<file path="src/rtl/lsu_pkg.sv">
// Shared types and constants for the load/store controller.
package lsu_pkg;

  localparam int unsigned MemWordAddrW = 6;

  typedef enum logic [1:0] {
    SzByte = 2'b00,
    SzHalf = 2'b01,
    SzWord = 2'b10,
    SzRsvd = 2'b11
  } size_e;

  typedef enum logic [2:0] {
    StIdle,
    StLoadWait,
    StRmwMerge,
    StStAck,
    StErrAck
  } lsu_state_e;

  // The reserved size is reported as misaligned so it never touches memory.
  function automatic logic is_misaligned(size_e size, logic [1:0] off);
    logic mis;
    case (size)
      SzByte:  mis = 1'b0;
      SzHalf:  mis = off[0];
      SzWord:  mis = |off;
      default: mis = 1'b1;
    endcase
    return mis;
  endfunction

endpackage

</file>
<file path="src/rtl/lsu_ctrl_if.sv">
// Request/response and data-memory signals of the load/store controller.
interface lsu_ctrl_if
  import lsu_pkg::*;
#(
  parameter int unsigned BYTE_ADDR_W = 8
);
  logic                    req_valid;
  logic                    req_ready;
  logic                    req_we;
  logic [1:0]              req_size;
  logic                    req_unsigned;
  logic [BYTE_ADDR_W-1:0]  req_addr;
  logic [31:0]             req_wdata;
  logic                    resp_valid;
  logic [31:0]             resp_rdata;
  logic                    resp_err;
  logic [MemWordAddrW-1:0] mem_address;
  logic [31:0]             mem_write_data;
  logic                    mem_we;
  logic [31:0]             mem_read_data;

  modport slave (
    input  req_valid, req_we, req_size, req_unsigned, req_addr, req_wdata, mem_read_data,
    output req_ready, resp_valid, resp_rdata, resp_err, mem_address, mem_write_data, mem_we
  );

  modport master (
    output req_valid, req_we, req_size, req_unsigned, req_addr, req_wdata, mem_read_data,
    input  req_ready, resp_valid, resp_rdata, resp_err, mem_address, mem_write_data, mem_we
  );
endinterface

</file>
<file path="src/rtl/lsu_lane_align.sv">
// Byte-lane extraction/extension for loads and lane merge for sub-word stores.
module lsu_lane_align
  import lsu_pkg::*;
(
  input  logic [31:0] word_i,
  input  logic [1:0]  off_i,
  input  size_e       size_i,
  input  logic        unsigned_i,
  input  logic [31:0] wdata_i,
  output logic [31:0] rdata_o,
  output logic [31:0] merged_o
);

  logic [4:0]  sh;
  logic [7:0]  ld_byte;
  logic [15:0] ld_half;
  logic [31:0] mask;

  assign sh      = {off_i, 3'b000};
  assign ld_byte = 8'(word_i >> sh);
  assign ld_half = 16'(word_i >> sh);

  always_comb begin
    rdata_o = word_i;
    mask    = 32'hFFFF_FFFF;
    unique case (size_i)
      SzByte: begin
        rdata_o = unsigned_i ? {24'h0, ld_byte} : {{24{ld_byte[7]}}, ld_byte};
        mask    = 32'h0000_00FF << sh;
      end
      SzHalf: begin
        rdata_o = unsigned_i ? {16'h0, ld_half} : {{16{ld_half[15]}}, ld_half};
        mask    = 32'h0000_FFFF << sh;
      end
      default: begin
        rdata_o = word_i;
        mask    = 32'hFFFF_FFFF;
      end
    endcase
  end

  assign merged_o = (word_i & ~mask) | ((wdata_i << sh) & mask);

endmodule

</file>
<file path="src/rtl/lsu_ctrl.sv">
// Load/store controller: word, halfword and byte accesses to a 64x32 synchronous memory.
module lsu_ctrl
  import lsu_pkg::*;
#(
  parameter int unsigned BYTE_ADDR_W = 8
) (
  input  logic       clk,
  input  logic       reset,
  lsu_ctrl_if.slave  bus
);

  lsu_state_e              state_q, state_d;
  size_e                   size_q, size_d;
  logic                    uns_q, uns_d;
  logic [1:0]              off_q, off_d;
  logic [MemWordAddrW-1:0] waddr_q, waddr_d;
  logic [31:0]             wdata_q, wdata_d;

  logic [BYTE_ADDR_W-1:0]  req_addr;
  logic [MemWordAddrW-1:0] req_waddr;
  size_e                   req_size;
  logic [31:0]             ld_rdata;
  logic [31:0]             st_merged;

  // Upper address bits beyond the word index wrap modulo 64 words.
  assign req_addr  = bus.req_addr;
  assign req_waddr = req_addr[MemWordAddrW+1:2];
  assign req_size  = size_e'(bus.req_size);

  lsu_lane_align u_lane_align (
    .word_i     (bus.mem_read_data),
    .off_i      (off_q),
    .size_i     (size_q),
    .unsigned_i (uns_q),
    .wdata_i    (wdata_q),
    .rdata_o    (ld_rdata),
    .merged_o   (st_merged)
  );

  always_comb begin
    state_d            = state_q;
    size_d             = size_q;
    uns_d              = uns_q;
    off_d              = off_q;
    waddr_d            = waddr_q;
    wdata_d            = wdata_q;
    bus.req_ready      = 1'b0;
    bus.resp_valid     = 1'b0;
    bus.resp_err       = 1'b0;
    bus.resp_rdata     = 32'h0;
    bus.mem_address    = '0;
    bus.mem_write_data = 32'h0;
    bus.mem_we         = 1'b0;

    // Reset forces every output quiet, including a pending RMW write.
    if (!reset) begin
      unique case (state_q)
        StIdle: begin
          bus.req_ready = 1'b1;
          if (bus.req_valid) begin
            size_d  = req_size;
            uns_d   = bus.req_unsigned;
            off_d   = req_addr[1:0];
            waddr_d = req_waddr;
            wdata_d = bus.req_wdata;
            if (is_misaligned(req_size, req_addr[1:0])) begin
              state_d = StErrAck;
            end else if (!bus.req_we) begin
              bus.mem_address = req_waddr;
              state_d         = StLoadWait;
            end else if (req_size == SzWord) begin
              bus.mem_address    = req_waddr;
              bus.mem_we         = 1'b1;
              bus.mem_write_data = bus.req_wdata;
              state_d            = StStAck;
            end else begin
              bus.mem_address = req_waddr;
              state_d         = StRmwMerge;
            end
          end
        end
        StLoadWait: begin
          bus.resp_valid = 1'b1;
          bus.resp_rdata = ld_rdata;
          state_d        = StIdle;
        end
        StRmwMerge: begin
          bus.mem_address    = waddr_q;
          bus.mem_we         = 1'b1;
          bus.mem_write_data = st_merged;
          bus.resp_valid     = 1'b1;
          state_d            = StIdle;
        end
        StStAck: begin
          bus.resp_valid = 1'b1;
          state_d        = StIdle;
        end
        StErrAck: begin
          bus.resp_valid = 1'b1;
          bus.resp_err   = 1'b1;
          state_d        = StIdle;
        end
        default: state_d = StIdle;
      endcase
    end
  end

  always_ff @(posedge clk) begin
    if (reset) begin
      state_q <= StIdle;
      size_q  <= SzByte;
      uns_q   <= 1'b0;
      off_q   <= 2'b00;
      waddr_q <= '0;
      wdata_q <= 32'h0;
    end else begin
      state_q <= state_d;
      size_q  <= size_d;
      uns_q   <= uns_d;
      off_q   <= off_d;
      waddr_q <= waddr_d;
      wdata_q <= wdata_d;
    end
  end

endmodule

</file>
<file path="src/flat_wrapper.sv">
// flat-port wrapper written by rule: the top's interface ports become plain ports
module lsu_ctrl_flat import lsu_pkg::*;
#(
  parameter int unsigned BYTE_ADDR_W = 8
)
  (clk, reset, bus_req_valid, bus_req_we, bus_req_size, bus_req_unsigned, bus_req_addr, bus_req_wdata, bus_mem_read_data, bus_req_ready, bus_resp_valid, bus_resp_rdata, bus_resp_err, bus_mem_address, bus_mem_write_data, bus_mem_we);
  lsu_ctrl_if #(.BYTE_ADDR_W(BYTE_ADDR_W)) bus_i ();
  input  logic clk;
  input  logic reset;
  input wire logic [$bits(bus_i.req_valid)-1:0] bus_req_valid;
  input wire logic [$bits(bus_i.req_we)-1:0] bus_req_we;
  input wire logic [$bits(bus_i.req_size)-1:0] bus_req_size;
  input wire logic [$bits(bus_i.req_unsigned)-1:0] bus_req_unsigned;
  input wire logic [$bits(bus_i.req_addr)-1:0] bus_req_addr;
  input wire logic [$bits(bus_i.req_wdata)-1:0] bus_req_wdata;
  input wire logic [$bits(bus_i.mem_read_data)-1:0] bus_mem_read_data;
  output wire logic [$bits(bus_i.req_ready)-1:0] bus_req_ready;
  output wire logic [$bits(bus_i.resp_valid)-1:0] bus_resp_valid;
  output wire logic [$bits(bus_i.resp_rdata)-1:0] bus_resp_rdata;
  output wire logic [$bits(bus_i.resp_err)-1:0] bus_resp_err;
  output wire logic [$bits(bus_i.mem_address)-1:0] bus_mem_address;
  output wire logic [$bits(bus_i.mem_write_data)-1:0] bus_mem_write_data;
  output wire logic [$bits(bus_i.mem_we)-1:0] bus_mem_we;
  assign bus_i.req_valid = bus_req_valid;
  assign bus_i.req_we = bus_req_we;
  assign bus_i.req_size = bus_req_size;
  assign bus_i.req_unsigned = bus_req_unsigned;
  assign bus_i.req_addr = bus_req_addr;
  assign bus_i.req_wdata = bus_req_wdata;
  assign bus_i.mem_read_data = bus_mem_read_data;
  assign bus_req_ready = bus_i.req_ready;
  assign bus_resp_valid = bus_i.resp_valid;
  assign bus_resp_rdata = bus_i.resp_rdata;
  assign bus_resp_err = bus_i.resp_err;
  assign bus_mem_address = bus_i.mem_address;
  assign bus_mem_write_data = bus_i.mem_write_data;
  assign bus_mem_we = bus_i.mem_we;
  lsu_ctrl #(.BYTE_ADDR_W(BYTE_ADDR_W)) u_core (.clk(clk), .reset(reset), .bus(bus_i));
endmodule
</file>
<file path="config.mk">
export PLATFORM = sky130hd
export DESIGN_NAME = lsu_ctrl_flat
export DESIGN_NICKNAME = d
export VERILOG_FILES = /design/src/rtl/lsu_pkg.sv /design/src/rtl/lsu_ctrl_if.sv /design/src/rtl/lsu_lane_align.sv /design/src/rtl/lsu_ctrl.sv /design/src/flat_wrapper.sv
export SDC_FILE = /design/constraint.sdc
export NUM_CORES = 1
export LEC_CHECK = 0
export BUFFER_PORTS_ARGS = -buffer_cell sky130_fd_sc_hd__buf_2
export CORE_MARGIN = 4
export CORE_UTILIZATION = 53
export DETAILED_ROUTE_END_ITERATION = 12
export MAX_ROUTING_LAYER = met4
export PLACE_DENSITY = 0.86
export SKIP_CTS_REPAIR_TIMING = 1
export SLEW_MARGIN = 15
export SYNTH_ARGS = -nofsm -noshare
export SYNTH_HDL_FRONTEND = slang
export SYNTH_SLANG_ARGS = --single-unit
export TNS_END_PERCENT = 50
</file>
<file path="constraint.sdc">
create_clock -name clk -period 4.9 [get_ports clk]
set_input_delay 0.735 -clock clk [delete_from_list [all_inputs] [get_ports clk]]
set_output_delay 0.735 -clock clk [all_outputs]
set_load 0.02 [all_outputs]
</file>
Yosys cells after proc, flatten, opt, wreduce, memory -nomap -nowiden
Cells that the tools add are included.
{"block": "totals", "ram_bits": 0, "ff_bits": 46, "elab_cells": 64, "rom_bits": 0, "memories": 0, "output_inout_bits": 74, "latch_bits": 0, "inputBits": 79}
{"block": "classes", "eq_ne": 7, "mul": 0, "n_mux": 35, "reduce_logical": 7, "n_lt_le_gt_ge": 0, "n_addsub": 0, "n_shift": 4, "n_div": 0, "n_bitwise": 5}
{"operator": "$mux W32", "n": 9}
{"operator": "$pmux W32 S2", "n": 3}
{"operator": "$and A32 B32 Y32", "n": 2}
{"operator": "$not A32 Y32", "n": 1}
{"operator": "$or A32 B32 Y32", "n": 1}
{"operator": "$shl A16 B5 Y32 const A", "n": 1}
{"operator": "$shl A32 B5 Y32", "n": 1}
{"operator": "$shl A8 B5 Y32 const A", "n": 1}
{"operator": "$shr A32 B5 Y16", "n": 1}
{"operator": "$mux W6", "n": 3}
{"operator": "$mux W1", "n": 15}
{"operator": "$pmux W6 S2", "n": 1}
{"operator": "$eq A3 B2 Y1 const B", "n": 2}
{"operator": "$mux W3", "n": 2}
{"operator": "$eq A2 B1 Y1 const B", "n": 2}
{"operator": "$logic_not A2 Y1", "n": 2}
{"operator": "$reduce_or A2 Y1", "n": 2}
{"operator": "$reduce_or A4 Y1", "n": 1}
{"operator": "$eq A3 B1 Y1 const B", "n": 1}
{"operator": "$eq A3 B3 Y1 const B", "n": 1}
{"operator": "$logic_not A3 Y1", "n": 1}
{"operator": "$pmux W1 S3", "n": 1}
{"operator": "$eq A2 B2 Y1 const B", "n": 1}
{"operator": "$pmux W1 S2", "n": 1}
{"operator": "other kinds (2)", "n": 2}

Depth between registers and ports, before layout
Gate-level depths: netlist of the first run.
{"block": "logic_depth", "ltp_word": 9, "depth_mapped": 7, "ltp_nobuf": 4}

Hierarchy
A second synthesis of the first run with hierarchy kept.
{"block": "hier_totals", "hier_cells": 553, "hier_area_um2": 3943.8}
{"module": "lsu_ctrl", "seq_area_each_um2": 920.9, "n_inst": 1, "area_each_um2": 2275.9, "cells_per_inst": 291}
{"module": "lsu_lane_align", "seq_area_each_um2": 0.0, "n_inst": 1, "area_each_um2": 1667.8, "cells_per_inst": 262}

Worst setup path before layout of the first run
OpenSTA, ideal clock, no wires.
{"block": "synth_timing", "path_type": "in2out", "start": "input reset", "end": "output bus_resp_rdata[21]", "setup_slack_ns": 1.880, "path_stages": 6, "n_path_buf": 3, "arrival_ns": 2.285, "required_time_ns": 4.165, "cell_sequence": "clkbuf_1 > or4b_4 > buf_6 > a2111oi_4 > buf_6 > a21o_2"}
{"block": "synth_between", "elab_chain_cells": 1}
{"item": "start: declaration", "line_no": "flat_wrapper.sv:9", "source": "input logic reset;"}
{"item": "$mux W32", "line_no": "lsu_ctrl.sv:56", "source": "if (!reset) begin"}
{"item": "end: declaration", "line_no": "flat_wrapper.sv:19", "source": "output wire logic [$bits(bus_i.resp_rdata)-1:0] bus_resp_rdata;"}
Every way passes these cells.

Worst setup path in the final report of the first run
{"block": "layout_timing", "start": "register u_core.off_q[1]", "end": "output bus_resp_rdata[16]"}
{"block": "layout_between", "elab_chain_cells": 5, "word_cells_on_any_way": 6, "classes_between": "shift: 1; mux: 5"}
{"item": "start: declaration", "line_no": "lsu_ctrl.sv:15", "source": "logic [1:0] off_q, off_d;"}
{"item": "start signal: assignment", "line_no": "lsu_ctrl.sv:113", "source": "off_q <= 2'b00;"}
{"item": "start signal: assignment", "line_no": "lsu_ctrl.sv:120", "source": "off_q <= off_d;"}
{"item": "$shr A32 B5 Y16 (*)", "line_no": "lsu_lane_align.sv:21", "source": "assign ld_half = 16'(word_i >> sh);"}
{"item": "$mux W32 (on tied branches)", "line_no": "lsu_lane_align.sv:32, lsu_lane_align.sv:28"}
{"item": "$pmux W32 S2 (*)", "line_no": "lsu_lane_align.sv:26", "source": "unique case (size_i)"}
{"item": "$mux W32 (*)", "line_no": "lsu_ctrl.sv:57", "source": "unique case (state_q)"}
{"item": "$mux W32 (*)", "line_no": "lsu_ctrl.sv:56"}
Every way passes the cells marked *; elsewhere a longest branch is shown, timed or not.

==> results of run 1 <==
## layer usage
| layer | GRT usage [%] | vias to the layer above |
|---|---|---|
| met1 | 44.11 | 2145 |
| met4 | 9.035 | 0 |
| met2 | 49.73 | 311 |
| met5 | - | - |
| met3 | 5.605 | 31 |
| li1 | - | 2198 |
## path summary, 6_finish.rpt
| check | end | slack [ns] | cells past startpoint | startpoint |
|---|---|---|---|---|
| worst min register to register | u_core.waddr_q[5] | 0.46 | 2 | u_core.waddr_q[5] |
| worst max-delay path | bus_resp_rdata[16] | 1.03 | 5 | u_core.off_q[1] |
| worst min-delay path | u_core.waddr_q[5] | 0.46 | 2 | u_core.waddr_q[5] |
| worst max register to register | u_core.wdata_q[8] | 3.25 | 4 | u_core.state_q[0] |
## registers in the layout, indices dropped and copies added, names as in the netlist
name,flops
u_core.wdata_q,32
u_core.state_q,3
u_core.off_q,2
u_core.waddr_q,6
u_core.uns_q,1
u_core.size_q,2
## synth_stat cells, types with 4 or more instances
cell / n / area share [%]
sky130_fd_sc_hd__buf_1: 4 / 0.39
sky130_fd_sc_hd__nor2b_1: 12 / 2.0
sky130_fd_sc_hd__a21oi_1: 94 / 12
sky130_fd_sc_hd__clkbuf_1: 37 / 3.6
sky130_fd_sc_hd__o21ai_0: 33 / 4.3
sky130_fd_sc_hd__nand3_1: 15 / 2.0
sky130_fd_sc_hd__nor3b_1: 9 / 1.8
sky130_fd_sc_hd__nor2_1: 30 / 3.0
sky130_fd_sc_hd__nor4b_1: 4 / 0.92
sky130_fd_sc_hd__buf_2: 5 / 0.66
sky130_fd_sc_hd__inv_1: 9 / 0.89
sky130_fd_sc_hd__and2_1: 24 / 3.9
sky130_fd_sc_hd__mux2i_1: 30 / 7.9
sky130_fd_sc_hd__nand2_1: 117 / 12
sky130_fd_sc_hd__a221o_1: 8 / 2.1
sky130_fd_sc_hd__o2bb2ai_1: 7 / 1.6
sky130_fd_sc_hd__dfxtp_1: 46 / 24
sky130_fd_sc_hd__a32oi_1: 22 / 5.1
sky130_fd_sc_hd__a21o_2: 16 / 3.7
## final cells by class
class | instances | area [µm²]
fillers | 626 | 2225
clock buffers | 7 | 86.33
multi-input cells | 448 | 2653
inverters | 9 | 33.78
flip-flops and latches | 46 | 922.1
repair buffers | 160 | 820.8
well taps | 96 | 120.1
clock inverters | 1 | 8.758
## through the flow
stage | cells | worst slack [ns] | hold WS (ns) | util [%]
global placement | 759 | 1.523 | 0.4412 | 66.14
global route | 767 | 0.8047 | 0.4765 | 67.61
finish | 767 | 1.032 | 0.4584 | 67.61
detailed placement | 759 | 1.401 | 0.4482 | 66.14
floorplan | 553 | 1.880 | 0.4338 | -
CTS | 767 | 1.065 | 0.4619 | 67.52
## logic make-up after synthesis
| group | after synthesis | share of synthesized area, % |
|---|---|---|
| and+or+nand+nor | 226 | 28.62 |
| AOI/OAI and AO/OA | 188 | 31.29 |
| buffers and inverters | 59 | 6.605 |
| DFF | 46 | 24.19 |
| muxes | 33 | 9.070 |
| xor gates and xnor gates | 1 | 0.2301 |
## power groups by stage
stage | Sequential (mW) | Combinational (mW) | Clock (mW)
after floorplan | 0.420 | 0.185 | 0
after global placement | 0.443 | 0.259 | 0
after detailed placement | 0.444 | 0.264 | 0
after CTS | 0.435 | 0.266 | 0.252
after global routing | 0.440 | 0.298 | 0.266
final | 0.438 | 0.272 | 0.252
## worst max-delay path: cells and delay by family (launching register included)
kind / cells / cell delay [ns]
mux: 1 / 0.42
flops: 1 / 1.09
compound gates: 2 / 1.03
simple gates: 1 / 0.10
buf+inv: 1 / 0.17
==> flow_metrics.py, run 1 <==
metrics = {
    "layout": {
        "syn_to_final_growth_pct": 21.98,
        "antenna-diode-count": 0,
        "layout.cells.most_common_list": "sky130_fd_sc_hd__buf_2 (152), sky130_fd_sc_hd__nand2_1 (117), sky130_fd_sc_hd__a21oi_1 (94)",
        "drive_above_1_share_pct": 29.21,
        "layout_commonest_cell": "sky130_fd_sc_hd__buf_2",
        "final_cell_area_mm2": 0.004644,
        "final_nets": 749,
    },
    "route": {
        "wl_met3_mm": 1.592,
        "met1_length_mm": 5.680,
        "drcViolationCount": 0,
        "highest-signal-layer": "met4",
        "vias": 4685,
        "first_pass_iters": 5,
        "wl_met2_mm": 6.383,
        "final_antenna_net_count": 0,
        "drtIter0Drc": 510,
        "route.detailed.vias_per_inst": 6.108,
        "drt-total-wl_mm": 14.00,
        "routed_wire_length_per_instance_um": 18.25,
    },
    "sta": {
        "final.period_utilization_pct": 78.94,
        "maxSlewViolCount": 0,
        "max_slew_margin_pct": 19.17,
        "max_clock_freq_ghz": 0.2585,
        "timing_worst_slew_pin_value_ns": 1.202,
        "finalHoldViolCount": 0,
        "setup_violations": 0,
        "clock_skew_ns": 0.007796,
        "rsz_0062_raised_after_global_routing": "false",
        "timing.final.crit_period_ns": 3.868,
        "setup_tns_ns": 0,
    },
    "logic_synthesis": {
        "yosys_warnings": 0,
        "synth_fp_nets": 632,
        "post_synth.cell_area_avg_um2": 6.885,
        "post_synth_inst_count": 553,
        "number_of_different_library_cells_in_the_post_synthesis_netlist": 44,
        "synth_area_mm2": 0.003807,
        "postSynth.asyncResetShare_pct": 0,
        "yosys_register_bits": 46,
        "synth-seq-area-share_pct": 24.19,
        "synthFlopType": "sky130_fd_sc_hd__dfxtp_1",
        "synth-edff-count": 0,
    },
    "worst_setup_path": {
        "worst_path_largest_cell_delay_ns": 1.09,
        "critical_path_required_ns": 4.16,
        "setup.worst_path.start_class": "flop",
        "critical_path_peak_fanout": 49,
        "slowest_stage_cell_cp": "sky130_fd_sc_hd__dfxtp_2",
        "cp-end-kind": "primary output",
        "crit_type": "reg2out",
        "cp_cell_sequence": "mux4_2 > nand2b_1 > a2111oi_4 > a21o_2 > buf_2",
        "timing.critical_path.arrival_ns": 3.13,
    },
    "placed_design": {
        "portBuffers": 152,
        "hpwlAfterDp_mm": 10.34,
        "gp_congestion": 1.021,
        "placedInstanceArea_mm2": 0.004543,
    },
    "power_and_ir_drop": {
        "vdd_ir_drop_max_v": 0.0001687,
        "share_of_total_power_in_sequential_cells_pct": 45.5,
        "clockPowerShare_pct": 26.2,
        "power.switching_mw": 0.3463,
        "power.total_mw": 0.9617,
        "switching_share_pct": 36.01,
        "cellPowerDensity_mw_per_mm2": 207.1,
        "p_leak_nw": 2.074,
        "power.share.combinational_pct": 28.3,
        "internal-power_mw": 0.6154,
    },
    "floorplanning": {
        "std_cell_rows": 30,
        "die-area_mm2": 0.008603,
        "num_io_pins": 153,
        "floorplan.die.width_um": 92.76,
        "floorplan.die.height_um": 92.76,
        "core_region_area_mm2": 0.006869,
        "initial_utilization_pct": 55.43,
    },
    "min_path": {
        "min-delay-path-class": "reg2reg",
    },
    "clock_tree": {
        "clock_slew_at_reported_path_ffs_ns": 0.09,
        "sink_count_of_the_clock_tree": 46,
        "cts_made_buffers": 5,
        "cts_root_buffer": "sky130_fd_sc_hd__clkbuf_8",
        "tritoncts": "built",
        "htreeDepth": 2,
        "clk_latency_worst_skew_pair_ns": 0.31,
        "clockBufferDepth": 2,
    },
    "outcome": {
        "run_status": "finished clean",
    },
    "grt": {
        "antenna_found_initial": 0,
        "gr-usage-all-layers_pct": 32.40,
        "pin_count_of_the_biggest_net_entering_global_routing": 50,
        "gr-total-overflow": 0,
        "number_of_global_route_vias_before_repair": 4189,
        "grt_first_pass_wirelength_mm": 21.87,
    },
    "run": {
        "max-cap-violations": 0,
    },
}
No activity file was read; power rests on OpenSTA's default activity.
==> inputs of run 2 (changes only) <==
- CORE_UTILIZATION: 53 -> 50
- PLACE_DENSITY: 0.86 -> 0.82
- clock period: 4.9 -> 3.7 ns (I/O delays scaled with it)
==> run 2 against run 1 <==
Against the previous run:
- sequential cell count is the same
- global-route usage is 1.5 points lower
- count of clock-buffer cells in the layout is 1 lower
- register-to-register slack worse by 1.6 ns
- die area rose by 5.5%
- clock skew is essentially flat
- wire length rose by 0.71%
- worst hold slack gained 0.0038 ns
- via count rose by 1.5%
- largest cell class unchanged
- largest power group unchanged
- highest routed layer unchanged
==> flow_metrics.py, run 2 (synthesis results as in run 1) <==
metrics = {
    "outcome": {
        "run_status": "finished clean",
    },
    "worst_setup_path": {
        "critical_path_peak_fanout": 16,
        "timing.critical_path.arrival_ns": 2.74,
        "path_delay_family": "compound AO/OA/AOI/OAI gates",
        "cp_cell_sequence": "inv_1 > a21oi_1 > nand3_1 > a21oi_1 > buf_2",
        "critical_path_buf_inv_count": 2,
        "critical_path.most_common_cell": "sky130_fd_sc_hd__a21oi_1",
        "setup.worst_path.start_class": "flop",
        "cp-end-kind": "primary output",
        "slowest_stage_cell_cp": "sky130_fd_sc_hd__dfxtp_1",
        "worst_path_largest_cell_delay_ns": 0.75,
        "critical_path_required_ns": 3.14,
        "crit_type": "reg2out",
    },
    "grt": {
        "grt_first_pass_wirelength_mm": 21.48,
        "gr-total-overflow": 0,
        "pin_count_of_the_biggest_net_entering_global_routing": 50,
        "gr-usage-all-layers_pct": 30.89,
        "number_of_global_route_vias_before_repair": 4329,
        "antenna_found_initial": 0,
    },
    "clock_tree": {
        "sink_count_of_the_clock_tree": 46,
        "clockBufferDepth": 2,
        "cts_root_buffer": "sky130_fd_sc_hd__clkbuf_8",
        "cts_made_buffers": 5,
        "htreeDepth": 2,
        "tritoncts": "built",
        "clk_latency_worst_skew_pair_ns": 0.30,
        "clock_slew_at_reported_path_ffs_ns": 0.09,
    },
    "sta": {
        "finalHoldViolCount": 0,
        "timing_worst_slew_pin_value_ns": 0.9363,
        "rsz_0062_raised_after_global_routing": "false",
        "clock_skew_ns": 0.007490,
        "max_clock_freq_ghz": 0.3035,
        "maxSlewViolCount": 0,
        "max_slew_margin_pct": 37.35,
        "timing.final.crit_period_ns": 3.295,
        "setup_tns_ns": 0,
        "setup_violations": 0,
        "final.period_utilization_pct": 89.06,
    },
    "power_and_ir_drop": {
        "vdd_ir_drop_max_v": 0.0001821,
        "p_leak_nw": 2.099,
        "power.total_mw": 1.240,
        "cellPowerDensity_mw_per_mm2": 264.9,
    },
    "layout": {
        "layout.cells.most_common_list": "sky130_fd_sc_hd__buf_2 (152), sky130_fd_sc_hd__nand2_1 (117), sky130_fd_sc_hd__a21oi_1 (94)",
        "layout_commonest_cell": "sky130_fd_sc_hd__buf_2",
        "largest-register": "u_core.wdata_q",
        "largest_registers_ranked_by_flip_flop_count": "u_core.wdata_q x32, u_core.waddr_q x6, u_core.state_q x3",
        "largest_reg_flops": 32,
        "syn_to_final_growth_pct": 22.91,
        "antenna-diode-count": 0,
        "final_nets": 756,
        "drive_above_1_share_pct": 29.69,
        "num-fill-cells": 686,
    },
    "placed_design": {
        "gp_congestion": 0.9921,
        "portBuffers": 152,
        "hpwlAfterDp_mm": 10.75,
    },
    "floorplanning": {
        "num_io_pins": 153,
        "std_cell_rows": 31,
        "floorplan.die.height_um": 95.26,
        "core_region_area_mm2": 0.007331,
        "initial_utilization_pct": 51.94,
        "floorplan.die.width_um": 95.26,
        "die-area_mm2": 0.009074,
    },
    "route": {
        "first_pass_iters": 7,
        "vias": 4754,
        "drt-total-wl_mm": 14.10,
        "route.detailed.vias_per_inst": 6.126,
        "routed_wire_length_per_instance_um": 18.17,
        "drcViolationCount": 0,
        "final_antenna_net_count": 0,
        "drtIter0Drc": 483,
    },
    "min_path": {
        "min-delay-path-class": "reg2reg",
    },
    "run": {
        "max-cap-violations": 0,
    },
}
-- run 2: cell count changes in the layout (fill, tap and decap cells not counted) --
cell / previous run / this run
sky130_fd_sc_hd__nor4b_1: 2 / 3
sky130_fd_sc_hd__clkbuf_8: 6 / 5
sky130_fd_sc_hd__inv_6: 1 / 0
sky130_fd_sc_hd__nor4b_2: 2 / 1
sky130_fd_sc_hd__buf_4: 8 / 15
sky130_fd_sc_hd__clkinvlp_4: 0 / 1
-- run 2: final cells by class --
type                    count  area [µm²]  share of cell area (%)
multi-input cells         448        2646                   56.55
flip-flops and latches     46       922.1                   19.71
repair buffers            167       873.3                   18.66
well taps                  99       123.9                   2.647
clock buffers               6       72.57                   1.551
inverters                   9       33.78                  0.7219
clock inverters             1       7.507                  0.1604
-- run 2: metal layers --
metal  vias up  share of wire (%)  track usage, %
met4         0                3.2           10.58
met2       279                 45           46.94
met1      2223                 42           41.07
met3        40                9.6           5.841
li1       2212                  -               -
met5         -                  0               -
-- run 2: worst paths after layout --
kind	from	end	slack (ns)	depth (start not counted)
worst min-delay path	u_core.wdata_q[31]	u_core.wdata_q[31]	0.46	2
worst max register to register	u_core.state_q[0]	u_core.wdata_q[22]	1.69	5
worst max-delay path	u_core.size_q[1]	bus_mem_write_data[24]	0.40	5
worst min register to register	u_core.wdata_q[31]	u_core.wdata_q[31]	0.46	2
-- run 2: tightest hold or removal path, cell delays in order, from the launching register on --
cell and delay, ns:
sky130_fd_sc_hd__dfxtp_1 0.32, sky130_fd_sc_hd__nand2_1 0.05, sky130_fd_sc_hd__a21oi_1 0.05
-- run 2: where the power goes --
part,switching (mW),leakage [nW],internal [mW]
Sequential,0.0389,0.378,0.528
Combinational,0.241,1.68,0.136
Clock,0.167,0.0373,0.130
Total,0.447,2.10,0.793
-- run 2: per-stage QoR --
stage               instances  hold slack, ns  util [%]  worst slack [ns]  area (µm²)
global placement          769          0.4423     62.74            0.7786        4599
global route              776          0.4870     63.83            0.1412        4679
finish                    776          0.4622     63.83            0.4049        4679
CTS                       776          0.4620     63.83            0.4366        4679
detailed placement        769          0.4505     62.74            0.7353        4599
floorplan                 553          0.4338         -             1.040        3807
